### src/rtl/button_port_pkg.sv
// Shared SOC I/O package: register offsets for the button and LED peripherals
// and the bus-access decode used by the button port.
package button_port_pkg;

  localparam int unsigned IO_DATA_W = 32;

  localparam logic [1:0] BTN_ADDR_STATE   = 2'd0;
  localparam logic [1:0] BTN_ADDR_PRESSED = 2'd1;
  localparam logic [1:0] BTN_ADDR_IRQ_EN  = 2'd2;
  localparam logic [1:0] BTN_ADDR_RAW     = 2'd3;

  localparam logic [1:0] LED_ADDR_STATE  = 2'd0;
  localparam logic [1:0] LED_ADDR_SET    = 2'd1;
  localparam logic [1:0] LED_ADDR_CLR    = 2'd2;
  localparam logic [1:0] LED_ADDR_TOGGLE = 2'd3;

  typedef struct packed {
    logic rd;
    logic wr_pressed;
    logic wr_irq_en;
  } btn_access_t;

  // Writes to STATE and RAW decode to nothing, so they fall away here.
  function automatic btn_access_t btn_decode(input logic       sel,
                                             input logic       rstrb,
                                             input logic       wstrb,
                                             input logic [1:0] addr);
    btn_access_t acc;
    acc.rd         = sel & rstrb;
    acc.wr_pressed = sel & wstrb & (addr == BTN_ADDR_PRESSED);
    acc.wr_irq_en  = sel & wstrb & (addr == BTN_ADDR_IRQ_EN);
    return acc;
  endfunction

endpackage

### src/rtl/button_port_if.sv
// CPU-side register bus of the button port: strobed reads/writes, registered read data.
interface button_port_if;
  import button_port_pkg::*;

  logic                 io_sel;
  logic [1:0]           io_addr;
  logic                 io_rstrb;
  logic                 io_wstrb;
  logic [IO_DATA_W-1:0] io_wdata;
  logic [IO_DATA_W-1:0] io_rdata;

  modport master (
    output io_sel, io_addr, io_rstrb, io_wstrb, io_wdata,
    input  io_rdata
  );

  modport slave (
    input  io_sel, io_addr, io_rstrb, io_wstrb, io_wdata,
    output io_rdata
  );
endinterface

### src/rtl/button_debounce.sv
// One button: two-flop synchronizer followed by a stability counter that accepts
// a level change only after DEBOUNCE_CYCLES consecutive differing samples.
module button_debounce #(
  parameter int unsigned DEBOUNCE_CYCLES = 50000
) (
  input  logic CLK,
  input  logic RESET,
  input  logic button_i,
  output logic sync_o,
  output logic level_o,
  output logic rise_o
);

  localparam int unsigned     CNT_W   = $clog2(DEBOUNCE_CYCLES);
  localparam logic [CNT_W-1:0] CNT_MAX = CNT_W'(DEBOUNCE_CYCLES - 1);

  logic             sync1_q, sync1_d;
  logic             sync2_q, sync2_d;
  logic             level_q, level_d;
  logic [CNT_W-1:0] cnt_q, cnt_d;
  logic             differs;
  logic             accept;

  // NOTE: every always_comb output gets a default before any branch, so no path
  // can leave a value unassigned and infer a latch.
  always_comb begin
    sync1_d = button_i;
    sync2_d = sync1_q;
    differs = (sync2_q != level_q);
    accept  = differs && (cnt_q == CNT_MAX);
    level_d = level_q;
    cnt_d   = '0;
    if (accept) begin
      level_d = sync2_q;
    end else if (differs) begin
      cnt_d = cnt_q + CNT_W'(1);
    end
  end

  // NOTE: state registers use non-blocking assignments so every flop samples the
  // pre-edge value of its neighbours, exactly as the hardware does.
  always_ff @(posedge CLK) begin
    if (RESET) begin
      sync1_q <= 1'b0;
      sync2_q <= 1'b0;
      level_q <= 1'b0;
      cnt_q   <= '0;
    end else begin
      sync1_q <= sync1_d;
      sync2_q <= sync2_d;
      level_q <= level_d;
      cnt_q   <= cnt_d;
    end
  end

  assign sync_o  = sync2_q;
  assign level_o = level_q;
  // High in the cycle whose edge moves the debounced level from 0 to 1.
  assign rise_o  = accept & sync2_q;

endmodule

### src/rtl/button_port.sv
// Memory-mapped push-button peripheral: debounced STATE, sticky W1C PRESSED,
// IRQ_EN mask, RAW synchronized levels, and a registered level interrupt.
module button_port
  import button_port_pkg::*;
#(
  parameter int unsigned N_BUTTONS       = 3,
  parameter int unsigned DEBOUNCE_CYCLES = 50000
) (
  input  logic                 CLK,
  input  logic                 RESET,
  input  logic [0:N_BUTTONS-1] BUTTONS,
  button_port_if.slave         io,
  output logic                 irq
);

  logic [N_BUTTONS-1:0] sync_vec;
  logic [N_BUTTONS-1:0] level_vec;
  logic [N_BUTTONS-1:0] rise_vec;

  for (genvar gi = 0; gi < N_BUTTONS; gi++) begin : g_btn
    button_debounce #(
      .DEBOUNCE_CYCLES(DEBOUNCE_CYCLES)
    ) u_debounce (
      .CLK     (CLK),
      .RESET   (RESET),
      .button_i(BUTTONS[gi]),
      .sync_o  (sync_vec[gi]),
      .level_o (level_vec[gi]),
      .rise_o  (rise_vec[gi])
    );
  end

  logic [N_BUTTONS-1:0] pressed_q, pressed_d;
  logic [N_BUTTONS-1:0] irq_en_q, irq_en_d;
  logic [IO_DATA_W-1:0] rdata_q, rdata_d;
  logic                 irq_q, irq_d;
  logic [N_BUTTONS-1:0] rd_sel;
  btn_access_t          acc;

  always_comb begin
    acc = btn_decode(io.io_sel, io.io_rstrb, io.io_wstrb, io.io_addr);

    // A new debounced press is OR-ed in after the clear, so it wins a collision.
    pressed_d = pressed_q;
    if (acc.wr_pressed) begin
      pressed_d = pressed_q & ~io.io_wdata[N_BUTTONS-1:0];
    end
    pressed_d = pressed_d | rise_vec;

    irq_en_d = irq_en_q;
    if (acc.wr_irq_en) begin
      irq_en_d = io.io_wdata[N_BUTTONS-1:0];
    end

    // Reads sample the current registers, so a same-cycle write is not yet visible.
    case (io.io_addr)
      BTN_ADDR_STATE:   rd_sel = level_vec;
      BTN_ADDR_PRESSED: rd_sel = pressed_q;
      BTN_ADDR_IRQ_EN:  rd_sel = irq_en_q;
      default:          rd_sel = sync_vec;
    endcase

    rdata_d = rdata_q;
    if (acc.rd) begin
      rdata_d                = '0;
      rdata_d[N_BUTTONS-1:0] = rd_sel;
    end

    irq_d = |(pressed_q & irq_en_q);
  end

  always_ff @(posedge CLK) begin
    if (RESET) begin
      pressed_q <= '0;
      irq_en_q  <= '0;
      rdata_q   <= '0;
      irq_q     <= 1'b0;
    end else begin
      pressed_q <= pressed_d;
      irq_en_q  <= irq_en_d;
      rdata_q   <= rdata_d;
      irq_q     <= irq_d;
    end
  end

  assign io.io_rdata = rdata_q;
  assign irq         = irq_q;

endmodule

### src/flat_wrapper.sv
// flat-port wrapper written by rule: the top's interface ports become plain ports
module button_port_flat import button_port_pkg::*;
#(
  parameter int unsigned N_BUTTONS       = 3,
  parameter int unsigned DEBOUNCE_CYCLES = 50000
)
  (CLK, RESET, BUTTONS, irq, io_io_sel, io_io_addr, io_io_rstrb, io_io_wstrb, io_io_wdata, io_io_rdata);
  button_port_if io_i ();
  input  logic CLK;
  input  logic RESET;
  input  logic [0:N_BUTTONS-1] BUTTONS;
  output logic irq;
  input wire logic [$bits(io_i.io_sel)-1:0] io_io_sel;
  input wire logic [$bits(io_i.io_addr)-1:0] io_io_addr;
  input wire logic [$bits(io_i.io_rstrb)-1:0] io_io_rstrb;
  input wire logic [$bits(io_i.io_wstrb)-1:0] io_io_wstrb;
  input wire logic [$bits(io_i.io_wdata)-1:0] io_io_wdata;
  output wire logic [$bits(io_i.io_rdata)-1:0] io_io_rdata;
  assign io_i.io_sel = io_io_sel;
  assign io_i.io_addr = io_io_addr;
  assign io_i.io_rstrb = io_io_rstrb;
  assign io_i.io_wstrb = io_io_wstrb;
  assign io_i.io_wdata = io_io_wdata;
  assign io_io_rdata = io_i.io_rdata;
  button_port #(.N_BUTTONS(N_BUTTONS), .DEBOUNCE_CYCLES(DEBOUNCE_CYCLES)) u_core (.CLK(CLK), .RESET(RESET), .BUTTONS(BUTTONS), .io(io_i), .irq(irq));
endmodule
### config.mk
export PLATFORM = sky130hd
export DESIGN_NAME = button_port_flat
export DESIGN_NICKNAME = d
export VERILOG_FILES = /design/src/rtl/button_port_pkg.sv /design/src/rtl/button_port_if.sv /design/src/rtl/button_debounce.sv /design/src/rtl/button_port.sv /design/src/flat_wrapper.sv
export SDC_FILE = /design/constraint.sdc
export NUM_CORES = 1
export LEC_CHECK = 0
export ABC_AREA = 0
export CORE_ASPECT_RATIO = 1.1
export CORE_MARGIN = 10
export CORE_UTILIZATION = 45
export CTS_CLUSTER_SIZE = 8
export DETAILED_ROUTE_END_ITERATION = 8
export PLACE_DENSITY = 0.76
export SLEW_MARGIN = 20
export SYNTH_ARGS = -nofsm -noshare
export SYNTH_HDL_FRONTEND = slang
export SYNTH_SLANG_ARGS = --single-unit
### constraint.sdc
create_clock -name CLK -period 1.8 [get_ports CLK]
set_input_delay 0.18 -clock CLK [delete_from_list [all_inputs] [get_ports CLK]]
set_output_delay 0.18 -clock CLK [all_outputs]
set_load 0.1 [all_outputs]
# Word level (Yosys, flattened, before mapping)
# Index checks and enable logic that the tools add are counted.
# word_totals
regBits	67
in_bits	42
out_inout_bits	33
word_cells	51
# classes
n_addsub	3
n_eq_ne	8
muxes	2
bitwise	14
reduce_logical	8
# op_table
cell	count
$add A16 B1 Y16 const B	3
$eq A16 B16 Y1 const B	3
$reduce_or A3 Y1	4
$pmux W3 S3	1
$and A1 B1 Y1	7
$and A3 B3 Y3	2
$logic_and A1 B1 Y1	3
$mux W3	1
$ne A1 B1 Y1	3
$not A1 Y1	3
$not A3 Y3	1
$or A3 B3 Y3	1
$eq A2 B1 Y1 const B	1
$eq A2 B2 Y1 const B	1
$logic_not A2 Y1	1

# Depth between registers and ports, before layout
# Gate-level depths: netlist (run 1).
# depth
ltp_word	4
depth_mapped	7
ltp_nobuf	5

# Hierarchy
# Synthesis (run 1) repeated with hierarchy kept, for this count alone.
# hier_totals
cells_unflattened	337
area_unflattened_um2	3214.3
# modules_own_cells
module	n_inst	cells_per_inst	area_each_um2	seq_area_each_um2
button_debounce	3	88	847.1	380.4
button_port	1	73	673.1	200.2

# Least setup slack after synthesis (run 1)
# Ideal clock, no wire load.
# synth_timing
path_type	flip-flop to flip-flop
startpoint	register u_core.g_btn[0].u_debounce.cnt_q[10]
endpoint	register u_core.g_btn[0].u_debounce.cnt_q[15]
setup_time_ps	115
arrival_time_ps	1820
required_time_ps	1685
setup_slack_ps	-135
path_stages_with_launch	6
path_buffers	1
period_less_slack_ps	1935
cell_sequence	dfxtp_1 -> or4_4 -> or4_4 -> o21ai_4 -> buf_6 -> nor2_1
# synth_via
elab_chain_cells	3
elab_cells_between_ends	4
classes_between	1 x add/sub; 1 x eq/ne; 2 x reduce/logical
# synth_lines
item	line_no	source
from (decl)	button_debounce.sv:20	logic [CNT_W-1:0] cnt_q, cnt_d;
from (signal assigned)	button_debounce.sv:52	cnt_q <= cnt_d;
branches (longest 3 deep; another with $add A16 B1 Y16)	-	
# Several ways; the timed one is not identified.
# A chain may end at the register's enable or synchronous reset.

# Worst setup path in the final report (run 1)
# layout_timing
startpoint	register u_core.g_btn[0].u_debounce.cnt_q[13]
endpoint	register u_core.g_btn[0].u_debounce.cnt_q[7]
# layout_via
elab_chain_cells	3
# layout_lines
item	line_no	source
$eq A16 B16 Y1	button_debounce.sv:30	accept = differs && (cnt_q == CNT_MAX);
$logic_and A1 B1 Y1	button_debounce.sv:30	
$reduce_or A3 Y1 (no source line)	-	
# Every way passes these cells.

==> results of run 1 <==
## per-layer routing
layer,GRT usage,vias to the layer above
met2,0.1783,51
met3,0.05973,4
met1,0.1272,1028
li1,-,1180
met5,0,-
met4,0.05020,0
## cells by family after synthesis
group | synth area share
simple gates | 0.2642
flops | 0.4337
buf+inv | 0.1007
xor+xnor | 0.1274
compound gates | 0.02265
mux | 0.03802
fa+ha+maj | 0.01214
other cells | 0.001212
## worst max-delay path: cells and delay by family (launching register included)
kind | cells | cell delay (ps)
simple gates | 3 | 1150
compound gates | 1 | 160
flops | 1 | 320
buf+inv | 1 | 150
## per-stage QoR
stage / setup TNS, ps / std cells / setup slack [ps]
CTS: -1429 / 468 / -97.27
global route: -2130 / 468 / -145.8
finish: -1290 / 468 / -89.42
global placement: -1112 / 453 / -73.22
detailed placement: -1250 / 453 / -83.91
floorplan: -886.2 / 372 / -90.37
## cell type report
type                       count  area [um2]  share of cell area
clock buffer                  10       137.6             0.03871
clock inverter                 5       30.03            0.008445
inverter                      13       48.80             0.01372
multi-input combinational    256        1563              0.4395
sequential                    67        1344              0.3779
tap                           82       102.6             0.02885
timing repair buffer          35       330.3             0.09289
## how the worst min path moves through the flow
stage                                                   from                                            end  slack (ps)  depth (start not counted)
3_5_place_dp   u_core.g_btn[1].u_debounce.sync1_q$_SDFF_PP0_   u_core.g_btn[1].u_debounce.sync_o$_SDFF_PP0_         420                          1
2_1_floorplan                                     BUTTONS[0]  u_core.g_btn[0].u_debounce.sync1_q$_SDFF_PP0_         310                          1
5_1_grt                                           BUTTONS[1]  u_core.g_btn[1].u_debounce.sync1_q$_SDFF_PP0_         380                          2
3_3_place_gp   u_core.g_btn[1].u_debounce.sync1_q$_SDFF_PP0_   u_core.g_btn[1].u_debounce.sync_o$_SDFF_PP0_         420                          1
6_report                                          BUTTONS[1]  u_core.g_btn[1].u_debounce.sync1_q$_SDFF_PP0_         390                          2
4_1_cts                                           BUTTONS[1]  u_core.g_btn[1].u_debounce.sync1_q$_SDFF_PP0_         370                          2
## repair_timing
action | 4_1_cts | 5_1_grt
hold endpoints to repair | 0 | 0
hold buffers | 0 | 0
setup endpoints to repair | 16 | 17
## flip-flops by register name, summed over array words and instances (netlist names)
signal                           cells
u_core.io.io_rdata                   3
u_core.g_btn.u_debounce.level_o      3
u_core.irq                           1
u_core.irq_en_q                      3
u_core.g_btn.u_debounce.sync_o       3
u_core.g_btn.u_debounce.cnt_q       48
u_core.pressed_q                     3
u_core.g_btn.u_debounce.sync1_q      3
## power breakdown
| part | leakage [nW] | internal, W | switching (W) |
|---|---|---|---|
| sequential | 0.542 | 0.00149 | 0.00000716 |
| clock | 0.0839 | 0.000521 | 0.000556 |
| combinational | 0.545 | 0.0000472 | 0.000304 |
| total | 1.17 | 0.00206 | 0.000868 |
## synth_stat cells (all sizes together), types with 5 or more instances
library cell  instances  area (um2)
xnor2                42       367.9
buf                  33       250.2
nor2                 65       244.0
a21oi                 6       30.03
nand3                19       100.1
dfxtp                67        1341
nor3                 13       65.06
nor2b                 6       37.54
mux2i                 5       50.05
nand2                19       71.32
inv                  13       48.80
nand4                 9       56.30
nor4                 15       106.4
==> impl_metrics.env, run 1 <==
export IMPL_synth_edf_count=0
export IMPL_syn_avg_cell_area_um2=8.991
export IMPL_h_tree_depth=3
export IMPL_drive_gt1_frac=0.1295
export IMPL_required_ps=2030
export IMPL_wirelength_mm=5.759
export IMPL_n_antenna_cell=0
export IMPL_layout_common_cells="65 x nor2_1, 65 x dfxtp_1, 42 x xnor2_1, 29 x conb_1, 20 x buf_4"
export IMPL_reg2reg_depth=5
export IMPL_die_area_mm2=0.01059
export IMPL_first_global_vias=2313
export IMPL_seq_area_frac_synth=0.4337
export IMPL_grt_total_usage=0.1143
export IMPL_start_kind="flop"
export IMPL_period_share=1.050
export IMPL_fp_coreArea_mm2=0.006633
export IMPL_place_congestion=0.8033
export IMPL_clkSlewWorstSetupHoldPaths_ps=70
export IMPL_p_per_area_mw_per_mm2=823.4
export IMPL_port_buffers=16
export IMPL_cp_slowest_stage_delay_ps=570
export IMPL_die_w_um=99.05
export IMPL_critical_path_reg2reg_endpoint="u_core.g_btn[0].u_debounce.cnt_q[7]$_SDFF_PP0_"
export IMPL_cp_cell_sequence="or4_4 > or4_4 > o21ai_4 > buf_12 > nor2_1"
export IMPL_syn_inst=344
export IMPL_period_needed_ps=1889
export IMPL_antenna_left=0
export IMPL_hold_viol=0
export IMPL_critPathKind="reg -> reg"
export IMPL_cts_buffers=9
export IMPL_r2r_start="u_core.g_btn[0].u_debounce.cnt_q[13]$_SDFF_PP0_"
export IMPL_finalSetupViolations=16
export IMPL_yosysWarnings=0
export IMPL_drc=0
export IMPL_grt_max_degree=21
export IMPL_fillers=597
export IMPL_status="finished with violations"
export IMPL_crit_path_end="u_core.g_btn[0].u_debounce.cnt_q[7]$_SDFF_PP0_"
export IMPL_rsz0062_at_grt="yes"
export IMPL_drt_met1_wl_mm=2.643
export IMPL_cts_resized=0
export IMPL_met2WireLength_mm=2.598
export IMPL_clk_latency_ps=340
export IMPL_fin_ws_ps=-89.42
export IMPL_crit_start="u_core.g_btn[0].u_debounce.cnt_q[13]$_SDFF_PP0_"
export IMPL_dp_hpwl_mm=4.245
export IMPL_syn_area_mm2=0.003093
export IMPL_fmax_ghz=0.5293
export IMPL_async_flop_share=0
export IMPL_clock_path_buffers=2
export IMPL_ys_types=35
export IMPL_wl_met3_um=451
export IMPL_rows=31
export IMPL_p_leak_nw=1.171
export IMPL_postCtsSetupBuffers=0
export IMPL_initial_core_util=0.4663
export IMPL_fin_util=0.5361
export IMPL_antenna_found_initial=0
export IMPL_fin_skew_ps=11.48
export IMPL_drv_slew=0
export IMPL_power_w=0.002928
export IMPL_cap_violations=0
export IMPL_route_top_layer_used="met4"
export IMPL_cts_sinks=67
export IMPL_rrSetupSlack_ps=-90
export IMPL_ir_worst_vdd_mv=0.5164
export IMPL_vias_per_cell=4.835
export IMPL_die_y_um=107.0
export IMPL_via_count=2263
export IMPL_violations="negative setup slack"
export IMPL_crit_top_cell="or4_4"
export IMPL_end_kind="flop"
export IMPL_worst_path_max_fanout=16
export IMPL_area_delta_synth_final_pct=14.97
export IMPL_design_area_mm2=0.003556
export IMPL_synth_flop_cell="dfxtp_1"
export IMPL_nNetsFinal=427
export IMPL_cts_tree="built"
export IMPL_grt_pass1_wl_mm=10.02
export IMPL_wl_per_cell_um=12.31
export IMPL_slowest_stage="or4_4"
export IMPL_overflow=0
export IMPL_ioPinCount=75
export IMPL_cts_root_buf="clkbuf_8"
export IMPL_dr_pass1_iters=4
export IMPL_synth_seq_cells=67
export IMPL_cp_data_arrival_time_ps=2120
export IMPL_hold_path_class="in -> reg"
export IMPL_hold_ws_ps=391.3
export IMPL_drt_iter0_markers=117
export IMPL_dpl_cell_area_mm2=0.003388
Note: power is estimated with default switching activity, not from simulation.
==> inputs of run 2 (changes only) <==
- CTS_CLUSTER_DIAMETER: default -> 30
==> results of run 2 <==
Final layout, timing and power as in run 1 (identical DEF).
==> inputs of run 3 (changes only) <==
- PLACE_DENSITY: 0.76 -> default
- PLACE_DENSITY_LB_ADDON: default -> 0.25
- TNS_END_PERCENT: default -> 50
- clock period: 1.8 -> 1.7 ns (I/O delays scaled with it)
==> run 3 against run 2 <==
The run still ends with negative setup slack left. Design area up 5.5%. Sequential cell count is the same. Non-clock buffer count rose by 16. Total power rose by 11%. Register-to-register slack worse by 100 ps. First-iteration DRC count decreased by 17%. Die area is the same. Sequential power up 6%. Fmax about the same. Global-route usage rose by 0.28 points. Clock-buffer cell count down 1.
==> impl_metrics.env, run 3 (same netlist as run 1, synthesis figures left out) <==
export IMPL_status="finished with violations"
export IMPL_violations="negative setup slack"
export IMPL_p_leak_nw=1.271
export IMPL_initial_core_util=0.4663
export IMPL_clock_path_buffers=2
export IMPL_post_place_ws_ps=-178.3
export IMPL_grt_total_usage=0.1171
export IMPL_fp_coreArea_mm2=0.006633
export IMPL_die_area_mm2=0.01059
export IMPL_layout_common_cells="65 x nor2_1, 61 x dfxtp_1, 42 x xnor2_1, 36 x buf_4, 29 x conb_1"
export IMPL_required_ps=1930
export IMPL_grt_max_degree=17
export IMPL_crit_top_cell="or4_4"
export IMPL_die_y_um=107.0
export IMPL_cap_violations=0
export IMPL_final_common_cell="nor2_1"
export IMPL_rrSetupSlack_ps=-190
export IMPL_port_buffers=16
export IMPL_drv_slew=0
export IMPL_design_area_mm2=0.003752
export IMPL_cts_root_buf="clkbuf_8"
export IMPL_antenna_left=0
export IMPL_h_tree_depth=3
export IMPL_end_kind="flop"
export IMPL_largest_register_ffs=48
export IMPL_ir_worst_vdd_mv=0.5602
export IMPL_hold_viol=0
export IMPL_die_w_um=99.05
export IMPL_start_kind="flop"
export IMPL_cp_cell_sequence="or4_4 > or4_4 > o21ai_4 > buf_12 > nor2_1"
export IMPL_clkSlewWorstSetupHoldPaths_ps=70
export IMPL_fin_ws_ps=-189.2
export IMPL_fmax_ghz=0.5293
export IMPL_critPathBufInv=1
export IMPL_fin_skew_ps=7.896
export IMPL_grt_pass1_wl_mm=10.25
export IMPL_regMostFlops="u_core.g_btn.u_debounce.cnt_q"
export IMPL_rsz0062_at_grt="yes"
export IMPL_rows=31
export IMPL_placed_cells=466
export IMPL_ioPinCount=75
export IMPL_cts_tree="built"
export IMPL_period_share=1.111
export IMPL_cp_data_arrival_time_ps=2120
export IMPL_critPathKind="reg -> reg"
export IMPL_n_antenna_cell=0
export IMPL_crit_family="simple AND/OR/NAND/NOR gates"
export IMPL_drive_gt1_frac=0.1960
export IMPL_antenna_found_initial=0
export IMPL_drt_iter0_markers=97
export IMPL_cp_slowest_stage_delay_ps=570
export IMPL_hold_ws_ps=401.1
export IMPL_period_needed_ps=1889
export IMPL_area_delta_synth_final_pct=21.32
export IMPL_place_congestion=0.8056
export IMPL_dr_pass1_iters=4
export IMPL_finalSetupViolations=17
export IMPL_nNetsFinal=443
export IMPL_dpl_cell_area_mm2=0.003487
export IMPL_worst_path_max_fanout=16
export IMPL_wirelength_mm=6.091
export IMPL_cts_sinks=67
export IMPL_via_count=2316
export IMPL_p_per_area_mw_per_mm2=864.4
export IMPL_clk_latency_ps=340
export IMPL_hold_path_class="in -> reg"
export IMPL_holdBufCountCts=0
export IMPL_drc=0
export IMPL_cts_buffers=9
export IMPL_first_global_vias=2271
export IMPL_slowest_stage="or4_4"
export IMPL_vias_per_cell=4.775
export IMPL_overflow=0
export IMPL_fillers=588
export IMPL_fin_cells=485
export IMPL_dp_hpwl_mm=4.324
export IMPL_wl_per_cell_um=12.56
## run 3: report_power, final
group | total, W | switching [W] | internal, W
clock network | 0.00128 | 0.000606 | 0.000670
logic | 0.000381 | 0.000326 | 0.0000553
registers | 0.00159 | 0.00000695 | 0.00158
total | 0.00324 | 0.000939 | 0.00231
## run 3: layout make-up
type                    instances  area [um2]  area share
repair buffers                 51       455.4      0.1214
well taps                      82       102.6     0.02734
clock inverters                 7       68.82     0.01834
inverters                      13       48.80     0.01300
clock buffers                   9       123.9     0.03301
flip-flops and latches         67        1349      0.3595
multi-input cells             256        1604      0.4275
## run 3: through the flow
| step | TNS (ps) | util | total power, W |
|---|---|---|---|
| 3_3_place_gp | -2477 | 0.5258 | 0.001996 |
| 3_5_place_dp | -2825 | 0.5258 | 0.001996 |
| 5_1_grt | -4430 | 0.5657 | 0.003395 |
| 6_report | -3003 | 0.5657 | 0.003244 |
| 2_1_floorplan | -2675 | - | 0.001995 |
| 4_1_cts | -2992 | 0.5548 | 0.003292 |
## run 3: timing repair
action	4_1_cts	5_1_grt
resized for setup	0	9
endpoints found under the setup margin	17	38
gates cloned	0	1
pin swaps	0	2
buffers inserted	0	2
endpoints found under the hold margin	0	0
## run 3: layer usage
| layer | track usage | wire length (um) | vias to the layer above |
|---|---|---|---|
| met4 | 0.06045 | 108 | 0 |
| met2 | 0.1667 | 2707 | 42 |
| met3 | 0.04624 | 306 | 8 |
| li1 | - | - | 1211 |
| met1 | 0.1490 | 2968 | 1055 |
| met5 | 0 | 0 | - |
## run 3: path summary, 6_finish.rpt
path                                                    from                                               to  cells after the start
max          u_core.g_btn[0].u_debounce.cnt_q[13]$_SDFF_PP0_  u_core.g_btn[0].u_debounce.cnt_q[15]$_SDFF_PP0_                      5
min                                               BUTTONS[0]    u_core.g_btn[0].u_debounce.sync1_q$_SDFF_PP0_                      2
max reg2reg  u_core.g_btn[0].u_debounce.cnt_q[13]$_SDFF_PP0_  u_core.g_btn[0].u_debounce.cnt_q[15]$_SDFF_PP0_                      5
min reg2reg    u_core.g_btn[1].u_debounce.sync1_q$_SDFF_PP0_     u_core.g_btn[1].u_debounce.sync_o$_SDFF_PP0_                      1
## run 3: worst register-to-register path, stage by stage (launching register included)
cell and delay (ps):
dfxtp_2 320, or4_4 530, or4_4 570, o21ai_4 160, buf_12 160, nor2_1 50
